`config.mk`:
```
export PLATFORM = sky130hd
export DESIGN_NAME = pipelined_rca
export DESIGN_NICKNAME = d
export VERILOG_FILES = /design/src/rtl/pipelined_rca.sv
export SDC_FILE = /design/constraint.sdc
export NUM_CORES = 1
export LEC_CHECK = 0
export ABC_AREA = 1
export CORE_ASPECT_RATIO = 1.75
export CORE_MARGIN = 4
export CORE_UTILIZATION = 59
export DETAILED_ROUTE_END_ITERATION = 8
export MAX_ROUTING_LAYER = met4
export PLACE_DENSITY = 0.86
export SKIP_LAST_GASP = 1
export SYNTH_ARGS = -nofsm -noshare
export SYNTH_HDL_FRONTEND = slang
export SYNTH_SLANG_ARGS = --single-unit
```
`constraint.sdc`:
```
create_clock -name clk -period 9.1 [get_ports clk]
set_input_delay 1.365 -clock clk [delete_from_list [all_inputs] [get_ports clk]]
set_output_delay 1.365 -clock clk [all_outputs]
set_load 0.01 [all_outputs]
```
`src/rtl/pipelined_rca.sv`:
```
// Skewed-pipeline ripple-carry adder/subtractor: the carry chain is cut into
// STAGES slices, and each stage adds one slice using the carry registered by the stage before it.
module pipelined_rca #(
  parameter int WIDTH  = 16,
  parameter int STAGES = 4
) (
  input  logic             clk,
  input  logic             rst_n,
  input  logic             in_valid,
  output logic             in_ready,
  input  logic [WIDTH-1:0] a,
  input  logic [WIDTH-1:0] b,
  input  logic             cin,
  input  logic             sub,
  output logic             out_valid,
  input  logic             out_ready,
  output logic [WIDTH-1:0] sum,
  output logic             cout,
  output logic             ovf
);

  localparam int SW = WIDTH / STAGES;

  // Handshake: a word moves on in_valid && in_ready and leaves on out_valid && out_ready.
  // in_ready is low only while the last stage holds a result that nobody is taking.
  logic stall;

  // Per-stage registers. a_q/b_q carry the operands forward for the slices still to be added.
  // s_q accumulates the finished sum bits. b_q holds B already inverted for subtract.
  logic [WIDTH-1:0] a_q [STAGES];
  logic [WIDTH-1:0] b_q [STAGES];
  logic [WIDTH-1:0] s_q [STAGES];
  logic             c_q [STAGES];
  logic             o_q [STAGES];
  logic             v_q [STAGES];

  logic [WIDTH-1:0] a_d [STAGES];
  logic [WIDTH-1:0] b_d [STAGES];
  logic [WIDTH-1:0] s_d [STAGES];
  logic             c_d [STAGES];
  logic             o_d [STAGES];
  logic             v_d [STAGES];

  logic [WIDTH-1:0] a_in [STAGES];
  logic [WIDTH-1:0] b_in [STAGES];
  logic [WIDTH-1:0] s_in [STAGES];
  logic             c_in [STAGES];
  logic             v_in [STAGES];

  logic carry;
  logic ctop;
  logic abit;
  logic bbit;

  assign out_valid = v_q[STAGES-1];
  assign sum       = s_q[STAGES-1];
  assign cout      = c_q[STAGES-1];
  assign ovf       = o_q[STAGES-1];
  assign stall     = out_valid && !out_ready;
  assign in_ready  = !stall;

  always_comb begin
    carry = 1'b0;
    ctop  = 1'b0;
    abit  = 1'b0;
    bbit  = 1'b0;
    // Subtract folds into an add: a + ~b + ~cin.
    a_in[0] = a;
    b_in[0] = sub ? ~b : b;
    c_in[0] = sub ? ~cin : cin;
    s_in[0] = '0;
    v_in[0] = in_valid;
    for (int k = 1; k < STAGES; k++) begin
      a_in[k] = a_q[k-1];
      b_in[k] = b_q[k-1];
      c_in[k] = c_q[k-1];
      s_in[k] = s_q[k-1];
      v_in[k] = v_q[k-1];
    end
    for (int k = 0; k < STAGES; k++) begin
      a_d[k] = a_in[k];
      b_d[k] = b_in[k];
      v_d[k] = v_in[k];
      s_d[k] = s_in[k];
      carry  = c_in[k];
      ctop   = c_in[k];
      for (int i = 0; i < SW; i++) begin
        if (i == SW - 1) ctop = carry;
        abit = a_in[k][k*SW + i];
        bbit = b_in[k][k*SW + i];
        s_d[k][k*SW + i] = abit ^ bbit ^ carry;
        carry = (abit & bbit) | (carry & (abit ^ bbit));
      end
      c_d[k] = carry;
      // Only meaningful in the last stage, where ctop is the carry into bit WIDTH-1.
      o_d[k] = ctop ^ carry;
    end
  end

  always_ff @(posedge clk) begin
    if (!rst_n) begin
      for (int k = 0; k < STAGES; k++) begin
        a_q[k] <= '0;
        b_q[k] <= '0;
        s_q[k] <= '0;
        c_q[k] <= 1'b0;
        o_q[k] <= 1'b0;
        v_q[k] <= 1'b0;
      end
    end else if (!stall) begin
      for (int k = 0; k < STAGES; k++) begin
        a_q[k] <= a_d[k];
        b_q[k] <= b_d[k];
        s_q[k] <= s_d[k];
        c_q[k] <= c_d[k];
        o_q[k] <= o_d[k];
        v_q[k] <= v_d[k];
      end
    end
  end

endmodule

```
# Word-level counts from Yosys, hierarchy flattened
# Memories as Yosys holds them, arrays and structs flattened.
# Cells that the tools add are included.
word_totals:
  output_inout_bits: 20
  rom_bits: 0
  regBits: 0
  ramBits: 204
  mem_count: 6
  in_bits: 38
  latchBits: 0
  wordCells: 149
mem_list:
  columns: ["name", "depth", "width", "rd", "rd_clocked_by_memory_dff", "write_ports", "line_no", "source"]
  rows:
  - ["a_q", 4, 16, 3, 0, 4, "30", "logic [WIDTH-1:0] a_q [STAGES];"]
  - ["b_q", 4, 16, 3, 0, 4, "31", "logic [WIDTH-1:0] b_q [STAGES];"]
  - ["s_q", 4, 16, 4, 0, 4, "32", "logic [WIDTH-1:0] s_q [STAGES];"]
  - ["c_q", 4, 1, 4, 0, 4, "33", "logic c_q [STAGES];"]
  - ["o_q", 4, 1, 1, 0, 4, "34", "logic o_q [STAGES];"]
  - ["v_q", 4, 1, 4, 0, 4, "35", "logic v_q [STAGES];"]
classes:
  mux: 30
  mul: 0
  n_eq_ne: 0
  div: 0
  n_bitwise: 110
  reduce_logical: 3
  add_sub_neg: 0
  n_lt_le_gt_ge: 0
  n_shift: 0
ops:
  columns: ["operator", "n"]
  rows:
  - ["$mux 16", 13]
  - ["$or 1x1->1", 40]
  - ["$xor 1x1->1", 36]
  - ["$and 1x1->1", 32]
  - ["$mux 1", 17]
  - ["$not 16->16", 1]
  - ["$logic_not 1->1", 2]
  - ["$logic_and 1x1->1", 1]
  - ["$not 1->1", 1]

# Depth between registers and ports, before layout
# Gate-level depths: netlist of run 1.
depth:
  word_depth: 13
  ltp_mapped: 11
  ltp_nobuf: 11

# Least setup slack after synthesis of run 1
# No wires, ideal clock.
synth_path:
  path_type: "input port to flip-flop"
  startpoint: "input port out_ready"
  endpoint: "memory a_q[0][10], enable pin"
  path_stages: 2
  arrival_ps: 3611
  t_required_ps: 7939
  slack_ps: 4328
  setup_ps: 1161
  path_cell_list: "inv_1 -> nand3_1"
synth_rtl:
  columns: ["element", "line_no", "source"]
  rows:
  - ["start: declaration", "16", "input logic out_ready,"]
  - ["end: declaration", "30", null]

==> flow_summary.rst, run 1 <==
.. list-table::
   :header-rows: 1

   * - Metric
     - Value
   * - Outcome
     - finished clean
   * - Number of antenna violations at the first check in global routing
     - 0
   * - Final hold vios
     - 0
   * - Worst min path class
     - reg -> reg
   * - Start point of the worst hold path
     - s_q[0][38]
   * - Most frequent standard cell in the layout excluding fill and tap cells
     - sky130_fd_sc_hd__inv_1
   * - Die Span Y
     - about 120 um
   * - Register area share after synthesis
     - 0.6616
   * - Clock buffers created by TritonCTS
     - 9
   * - Sum of negative setup slack
     - 0 ns
   * - Sequential group share of total power
     - 0.556
   * - Pin count of the biggest net entering global routing
     - ~100
   * - Worst R2R End
     - o_q[3]
   * - Starting utilization of the core area
     - 0.6087
   * - Remaining Overflow, GRT
     - 0
   * - # clock sinks
     - 97
   * - HPWL after detailed placement
     - between 4000 and 5000 um
   * - Period minus WS final
     - ~4.2 ns
   * - Std cell rows
     - 41
   * - Largest clock skew in the final design
     - ~0.0034 ns
   * - CTS tree
     - done
   * - Internal
     - approximately 760 uW
   * - Final Max Tran Viols
     - 0
   * - Crit Reg-Reg Startpoint
     - a_q[0][44]
   * - CP max stage delay
     - slightly above 0.9 ns
   * - P&R area growth vs syn
     - 19.61%
   * - Start-to-end type of the worst setup path
     - in -> reg
   * - Sequential standard cell area
     - approximately 3000 um2
   * - Die area
     - 8963 um2
   * - Yosys reg bits
     - 97
   * - Filler Cell Count
     - slightly above 500
   * - Cell depth of the worst flop-to-flop path
     - 11
   * - Highest-count cells in the layout ignoring fill and taps
     - sky130_fd_sc_hd__inv_1 (114), sky130_fd_sc_hd__edfxtp_1 (97), sky130_fd_sc_hd__nor2_1 (67), sky130_fd_sc_hd__clkdlybuf4s50_1 (57), sky130_fd_sc_hd__nand2_1 (39)
   * - Combinational share of power
     - 0.105
   * - Setup WS post-layout
     - about 4.9 ns
   * - Depth of the worst hold-timing path
     - 2
   * - Critical-path top delay cell
     - sky130_fd_sc_hd__clkdlybuf4s50_1
   * - Diode count
     - 0
   * - IO Port Bufs
     - 57
   * - Number of nets in the synthesized netlist
     - between 400 and 500
   * - Drt drc
     - 0
   * - Iter 0 DRT Violations
     - 150
   * - Yosys synthesis warning count
     - 0
   * - Power density over the cells
     - 184.6 nW/um2
   * - Flop-to-flop setup slack
     - 6.69 ns
   * - Average wire per cell in the routed design
     - about 12 um
   * - Worst vdd ir
     - around 0.13 mV
   * - Net Sw Power
     - ~210 uW
   * - Fraction of final layout cells sized beyond drive strength 1
     - 0.1034
   * - Finish-stage setup viols
     - 0
   * - RSZ-0062 raised after global routing
     - no
   * - Cell chosen for the clock root
     - sky130_fd_sc_hd__clkbuf_16
   * - Critical path data arrival time
     - 4.29 ns
   * - Final layout net count
     - between 400 and 500
   * - Most common cell on crit path
     - sky130_fd_sc_hd__fa_1
   * - All-Layer GR Usage
     - 0.1690
   * - Vias per Instance
     - approximately 4.6
   * - Number of instances resized during post-cts repair
     - 0
   * - Highest Clock Rate
     - between 0.2 and 0.25 GHz
   * - Wire length of the first global-routing pass
     - ~11000 um
   * - TritonRoute pass-1 iters
     - 4
   * - Pre-CTS setup slack
     - 4.463 ns
   * - Area of the multi-input gates
     - about 980 um2
   * - Clk network pwr share
     - 0.339
   * - Drt total wl
     - between 6000 and 7000 um
   * - Rel. slew slack
     - 0.2164
   * - Cells traversed along the worst timing path
     - clkdlybuf4s50_1 -> xnor2_1 -> fa_1 -> fa_1 -> fa_1 -> inv_1 -> fa_1 -> inv_1 -> nor2_1
   * - Area of the mapped netlist
     - ~4400 um2
   * - Vias in the first global route
     - between 2000 and 3000
   * - LEAKAGE
     - 2.281 nW
   * - Critical path startpoint category
     - input port
   * - Worst hold endpoint
     - s_q[0][54]
   * - Net switching share of the total power
     - 0.2180
   * - Number of antenna-violating nets in the routed design
     - 0
   * - CTS max path bufs
     - 2
   * - Gate count of the mapped netlist
     - between 300 and 400
   * - Largest fanout on the critical path
     - 18
   * - I/O pin count
     - 58
   * - Routability congestion estimate from global placement
     - just under 0.7
   * - Routed via count
     - about 2500
   * - Clock-pin slew of the registers on the worst-case setup and hold paths
     - approximately 0.060 ns
   * - CP Data Required Time
     - a little over 9 ns
   * - Count of maximum capacitance violations
     - 0
   * - Cell variety after synth
     - 13
   * - Post-CTS setup buffers
     - 0
   * - Count of H-tree levels built during CTS
     - 3
   * - Core area
     - around 7200 um2
   * - CTS Hold Bufs
     - 0
   * - Actual transition at the worst max-transition pin
     - 1.175 ns
   * - Worst Setup End Kind
     - flip-flop
   * - Clock Latency Late Sink
     - 0.34 ns
   * - Syn avg cell area
     - about 11 um2
   * - X dimension of the die
     - roughly 73 um
   * - Final worst path period share
     - 0.4662
sequential cells by signal, indices dropped and copies added, names as in the netlist:
register	cells
a_q	24
s_q	40
o_q	1
v_q	4
c_q	4
b_q	24
worst max-delay path by stage:
stage / cells after the start / endpoint / slack [ns] / startpoint
detailed placement: 9 / s_q[0][3] / 4.46 / sub
global placement: 9 / s_q[0][3] / 4.61 / sub
finish: 9 / s_q[0][3] / 4.86 / sub
CTS: 9 / s_q[0][3] / 4.83 / sub
floorplan: 2 / a_q[0][10] / 4.33 / out_ready
global route: 9 / s_q[0][3] / 4.70 / sub
layout make-up:
class | instances | share of cell area
flip-flops and latches | 97 | 0.5531
multi-input cells | 160 | 0.1870
repair buffers | 58 | 0.1098
inverters | 114 | 0.08125
clock buffers | 11 | 0.04419
well taps | 86 | 0.02043
clock inverters | 5 | 0.004277
cell usage after synthesis:
| master | instances | area [um2] |
|---|---|---|
| sky130_fd_sc_hd__nor2_2 | 30 | 187.7 |
| sky130_fd_sc_hd__xor2_1 | 1 | 8.760 |
| sky130_fd_sc_hd__nor2_1 | 67 | 251.5 |
| sky130_fd_sc_hd__edfxtp_1 | 97 | 2913 |
| sky130_fd_sc_hd__buf_2 | 7 | 35.03 |
| sky130_fd_sc_hd__buf_6 | 4 | 45.04 |
| sky130_fd_sc_hd__nand3_1 | 1 | 5.000 |
| sky130_fd_sc_hd__xnor2_1 | 4 | 35.03 |
| sky130_fd_sc_hd__inv_1 | 114 | 427.9 |
| sky130_fd_sc_hd__fa_1 | 16 | 320.3 |
| sky130_fd_sc_hd__nand2_2 | 2 | 12.51 |
| sky130_fd_sc_hd__buf_4 | 2 | 15.01 |
| sky130_fd_sc_hd__nand2_1 | 39 | 146.4 |
critical path, delay by kind of cell:
family	cells	cell delay, ns
buf+inv	3	1.07
fa+ha+maj	4	1.60
xor+xnor	1	0.22
simple gates	1	0.04
kinds of logic after synthesis:
family        after synthesis  share of synthesized area
simple gates              139                     0.1370
flops                      97                     0.6616
xor+xnor                    5                   0.009946
fa+ha+maj                  16                    0.07275
buf+inv                   127                     0.1188
power by group through the flow:
stage / combinational (mW) / clock (mW) / sequential [mW]
floorplan: 0.0602 / 0 / 0.550
global placement: 0.0922 / 0 / 0.547
detailed placement: 0.100 / 0 / 0.550
CTS: 0.104 / 0.336 / 0.541
global route: 0.116 / 0.355 / 0.543
finish: 0.102 / 0.330 / 0.540
per-stage QoR:
step	hold WS, ns	utilization	area, um2	power (mW)	instances
CTS	0.5443	0.7281	5266	0.9814	531
global placement	0.5208	0.6928	5011	0.6394	515
finish	0.5437	0.7281	5266	0.9723	531
floorplan	0.5192	-	4403	0.6106	384
detailed placement	0.5300	0.6928	5011	0.6503	515
global route	0.5583	0.7281	5266	1.014	531
metal layers:
layer  vias to the layer above  share of wire  global-route usage
met2                        56           0.59              0.3004
met3                        13          0.052             0.05000
met1                      1145           0.33              0.1619
li1                       1246              -                   -
met5                         -              0                   -
met4                         0          0.029             0.08163
Note: power is estimated with default switching activity, not from simulation.
==> run 2: changes to the inputs <==
--- a/config.mk
+++ b/config.mk
@@ -8,10 +8,10 @@
 export ABC_AREA = 1
 export CORE_ASPECT_RATIO = 1.75
 export CORE_MARGIN = 4
-export CORE_UTILIZATION = 59
+export CORE_UTILIZATION = 50
 export DETAILED_ROUTE_END_ITERATION = 8
 export MAX_ROUTING_LAYER = met4
-export PLACE_DENSITY = 0.86
+export PLACE_DENSITY = 0.77
 export SKIP_LAST_GASP = 1
 export SYNTH_ARGS = -nofsm -noshare
 export SYNTH_HDL_FRONTEND = slang
==> constraint.sdc (replaced) <==
create_clock -name clk -period 3.58 [get_ports clk]
set_input_delay 0.537 -clock clk [delete_from_list [all_inputs] [get_ports clk]]
set_output_delay 0.537 -clock clk [all_outputs]
set_load 0.01 [all_outputs]
==> run 2 against run 1 <==
Critical path depth unchanged. Die area grew 16%. Routed wire length shrank 8.9%. Sequential share of layout area is 0.65 points lower. Via count shrank 2.5%. Cell count grew 6.0%. Combinational power up 150%. Register-to-register slack got worse by 5.5 ns. Sequential power increased to 2.5 times the previous value. Global-route usage decreased by 4.1 points. Utilization is 11 points lower. First-iteration DRC count grew 8.0%. Critical path type unchanged. Critical endpoint unchanged. Largest cell class unchanged. Highest routed layer unchanged.
==> flow_summary.rst, run 2 (same netlist as run 1, synthesis figures left out) <==
.. list-table::
   :header-rows: 1

   * - Metric
     - Value
   * - Drt total wl
     - 5955 um (-8.9%)
   * - Post-CTS setup buffers
     - 0 (unchanged)
   * - Length of routed wiring on met1
     - 2247 um (+3.6%)
   * - Crit Reg-Reg Startpoint
     - a_q[0][44]
   * - Highest Clock Rate
     - ~0.32 GHz
   * - Sum of negative setup slack
     - 0 ns (unchanged)
   * - Net switching share of the total power
     - 0.2097 (-0.008348)
   * - Fraction of final layout cells sized beyond drive strength 1
     - 0.1031 (-0.0002318)
   * - X dimension of the die
     - 78.94 um (+7.7%)
   * - CTS Hold Bufs
     - 0 (unchanged)
   * - Internal
     - 1.928 mW (+150%)
   * - # clock sinks
     - 97 (unchanged)
   * - Cell depth of the worst flop-to-flop path
     - 11 (unchanged)
   * - Outcome
     - finished clean
   * - DR WL met2
     - 3354 um (-13%)
   * - CTS tree
     - done
   * - Final worst path period share
     - 0.8765
   * - Die area
     - 10430 um2 (+16%)
   * - Flop-to-flop setup slack
     - 1.17 ns (-5.52 ns)
   * - Worst hold endpoint
     - s_q[0][54]
   * - CP max stage delay
     - 0.71 ns (-0.21 ns)
   * - Count of maximum capacitance violations
     - 0 (unchanged)
   * - Flip-flop count of the largest register, all copies and words added
     - 40 (unchanged)
   * - Worst min path class
     - reg -> reg
   * - Most common cell on crit path
     - sky130_fd_sc_hd__fa_1
   * - Critical-path top delay cell
     - sky130_fd_sc_hd__clkdlybuf4s50_1
   * - Post-layout util
     - 0.6186 (-0.1095)
   * - Placed cell count
     - 549 (+6.6%)
   * - Top routing layer in use
     - met4
   * - All-Layer GR Usage
     - 0.1278 (-0.04118)
   * - Number of antenna-violating nets in the routed design
     - 0 (unchanged)
   * - Worst Setup End Kind
     - flip-flop
   * - Worst slack on hold paths
     - 0.5417 ns (-0.001975 ns)
   * - Number of instances resized during post-cts repair
     - 0 (unchanged)
   * - Cell area after layout
     - 5329 um2 (+1.2%)
   * - Std cell rows
     - 45 (+9.8%)
   * - Clock buffers created by TritonCTS
     - 9 (unchanged)
   * - Remaining Overflow, GRT
     - 0 (unchanged)
   * - LEAKAGE
     - 2.292 nW (+0.45%)
   * - RSZ-0062 raised after global routing
     - no
   * - Routability congestion estimate from global placement
     - 0.6667 (-3.0%)
   * - Buf+Inv Stages, Crit Path
     - 3 (unchanged)
   * - Count of H-tree levels built during CTS
     - 3 (unchanged)
   * - Final layout net count
     - 497 (+0.61%)
   * - IO Port Bufs
     - 57 (unchanged)
   * - I/O pin count
     - 58 (unchanged)
   * - CP Data Required Time
     - 3.65 ns (-5.50 ns)
   * - Core area
     - 8615 um2 (+19%)
   * - Worst vdd ir
     - 0.2946 mV (+120%)
   * - Power density over the cells
     - 457.7 nW/um2 (+150%)
   * - HPWL after detailed placement
     - 3995 um (-1.5%)
   * - Critical path data arrival time
     - 3.21 ns (-1.08 ns)
   * - Highest-count cells in the layout ignoring fill and taps
     - sky130_fd_sc_hd__inv_1 (114), sky130_fd_sc_hd__edfxtp_1 (97), sky130_fd_sc_hd__nor2_1 (67), sky130_fd_sc_hd__clkdlybuf4s50_1 (57), sky130_fd_sc_hd__nand2_1 (39)
   * - Worst path top cell family by delay
     - adder cells
   * - Start-to-end type of the worst setup path
     - in -> reg
   * - Vias in the first global route
     - 2385 (-5.5%)
   * - Average wire per cell in the routed design
     - 10.58 um (-14%)
   * - Post-place instance area
     - 5085 um2 (+1.5%)
   * - Clock-pin slew of the registers on the worst-case setup and hold paths
     - 0.06 ns (about the same)
   * - Biggest registers after layout
     - s_q: 40 flops, a_q: 24 flops, b_q: 24 flops
   * - Pin count of the biggest net entering global routing
     - 67 (-32%)
   * - CTS max path bufs
     - 2 (unchanged)
   * - Diode count
     - 0 (unchanged)
   * - Area of the multi-input gates
     - 984.7 um2 (unchanged)
   * - Iter 0 DRT Violations
     - 162 (+8.0%)
   * - Pre-CTS setup slack
     - 0.07076 ns (-4.392 ns)
   * - Number of antenna violations at the first check in global routing
     - 0 (unchanged)
   * - Depth of the worst hold-timing path
     - 2 (unchanged)
   * - Most frequent standard cell in the layout excluding fill and tap cells
     - sky130_fd_sc_hd__inv_1
   * - Starting utilization of the core area
     - 0.5111 (-0.09761)
   * - Largest fanout on the critical path
     - 7 (-11)
   * - Start point of the worst hold path
     - s_q[0][38]
   * - Final hold vios
     - 0 (unchanged)
   * - Cell chosen for the clock root
     - sky130_fd_sc_hd__clkbuf_16
   * - Filler Cell Count
     - 671 (+33%)
   * - Sequential standard cell area
     - 2913 um2 (unchanged)
   * - Final instance count without filler cells
     - 563 (+6.0%)
   * - Met3 wire len
     - 225 um (-33%)
   * - Power consumption
     - 2.439 mW (+150%)
   * - Setup WS post-layout
     - 0.4421 ns (-4.415 ns)
   * - P&R area growth vs syn
     - 21.03%
   * - Sequential group share of total power
     - 0.562 (+0.006)
   * - Clock Latency Late Sink
     - 0.33 ns (about the same)
   * - Vias per Instance
     - 4.261 (-8.0%)
   * - Die Span Y
     - 132.1 um (+8.1%)
   * - Actual transition at the worst max-transition pin
     - 0.5769 ns (-0.5985 ns)
   * - Combinational share of power
     - 0.103 (-0.002)
   * - Worst R2R End
     - o_q[3]
   * - Drt drc
     - 0 (unchanged)
   * - Rel. slew slack
     - 0.6154 (+0.3990)
   * - Final Max Tran Viols
     - 0 (unchanged)
   * - Net Sw Power
     - 511.3 uW (+140%)
   * - Clk network pwr share
     - 0.335 (-0.004)
   * - TritonRoute pass-1 iters
     - 4 (unchanged)
   * - Period minus WS final
     - roughly 3.1 ns
   * - Routed via count
     - 2399 (-2.5%)
   * - Critical path startpoint category
     - input port
   * - Wire length of the first global-routing pass
     - 9970 um (-7.3%)
   * - Largest clock skew in the final design
     - 0.003477 ns (+0.00005995 ns)
   * - Finish-stage setup viols
     - 0 (unchanged)
   * - Cells traversed along the worst timing path
     - clkdlybuf4s50_1 -> xnor2_1 -> fa_1 -> fa_1 -> fa_1 -> inv_1 -> fa_1 -> inv_1 -> nor2_1
   * - Register containing the most flip-flops in the final layout
     - s_q
[run 2: area by class of cell]
class,count,share of cell area
tap,117,0.02747
inverter,114,0.08030
sequential,97,0.5466
multi-input combinational,160,0.1848
timing repair buffer,61,0.1151
clock buffer,12,0.04438
clock inverter,2,0.001409
[run 2: metal layers]
metal | vias up | global-route usage
met5 | - | -
met2 | 47 | 0.2356
li1 | 1246 | -
met1 | 1095 | 0.1220
met4 | 0 | 0.05449
met3 | 11 | 0.03283
[run 2: how the worst max path moves through the flow]
stage	from	endpoint	slack, ns	depth (start not counted)
after floorplan	sub	s_q[0][3]	0.65	10
after global placement	sub	s_q[0][3]	0.18	9
after detailed placement	sub	s_q[0][3]	0.07	9
after CTS	sub	s_q[0][3]	0.43	9
after global routing	sub	s_q[0][3]	0.34	9
final	sub	s_q[0][3]	0.44	9
[run 2: power groups by stage]
stage / registers (mW) / clock network, mW / logic, mW
global route: 1.38 / 0.880 / 0.287
global placement: 1.39 / 0 / 0.239
floorplan: 1.40 / 0 / 0.153
detailed placement: 1.40 / 0 / 0.253
CTS: 1.37 / 0.829 / 0.255
finish: 1.37 / 0.817 / 0.251
[run 2: worst min-delay path: cells and delay by family, from the launching register on]
family,cells,cell delay (ns)
flops,1,0.32
simple gates,1,0.08
buf+inv,1,0.03
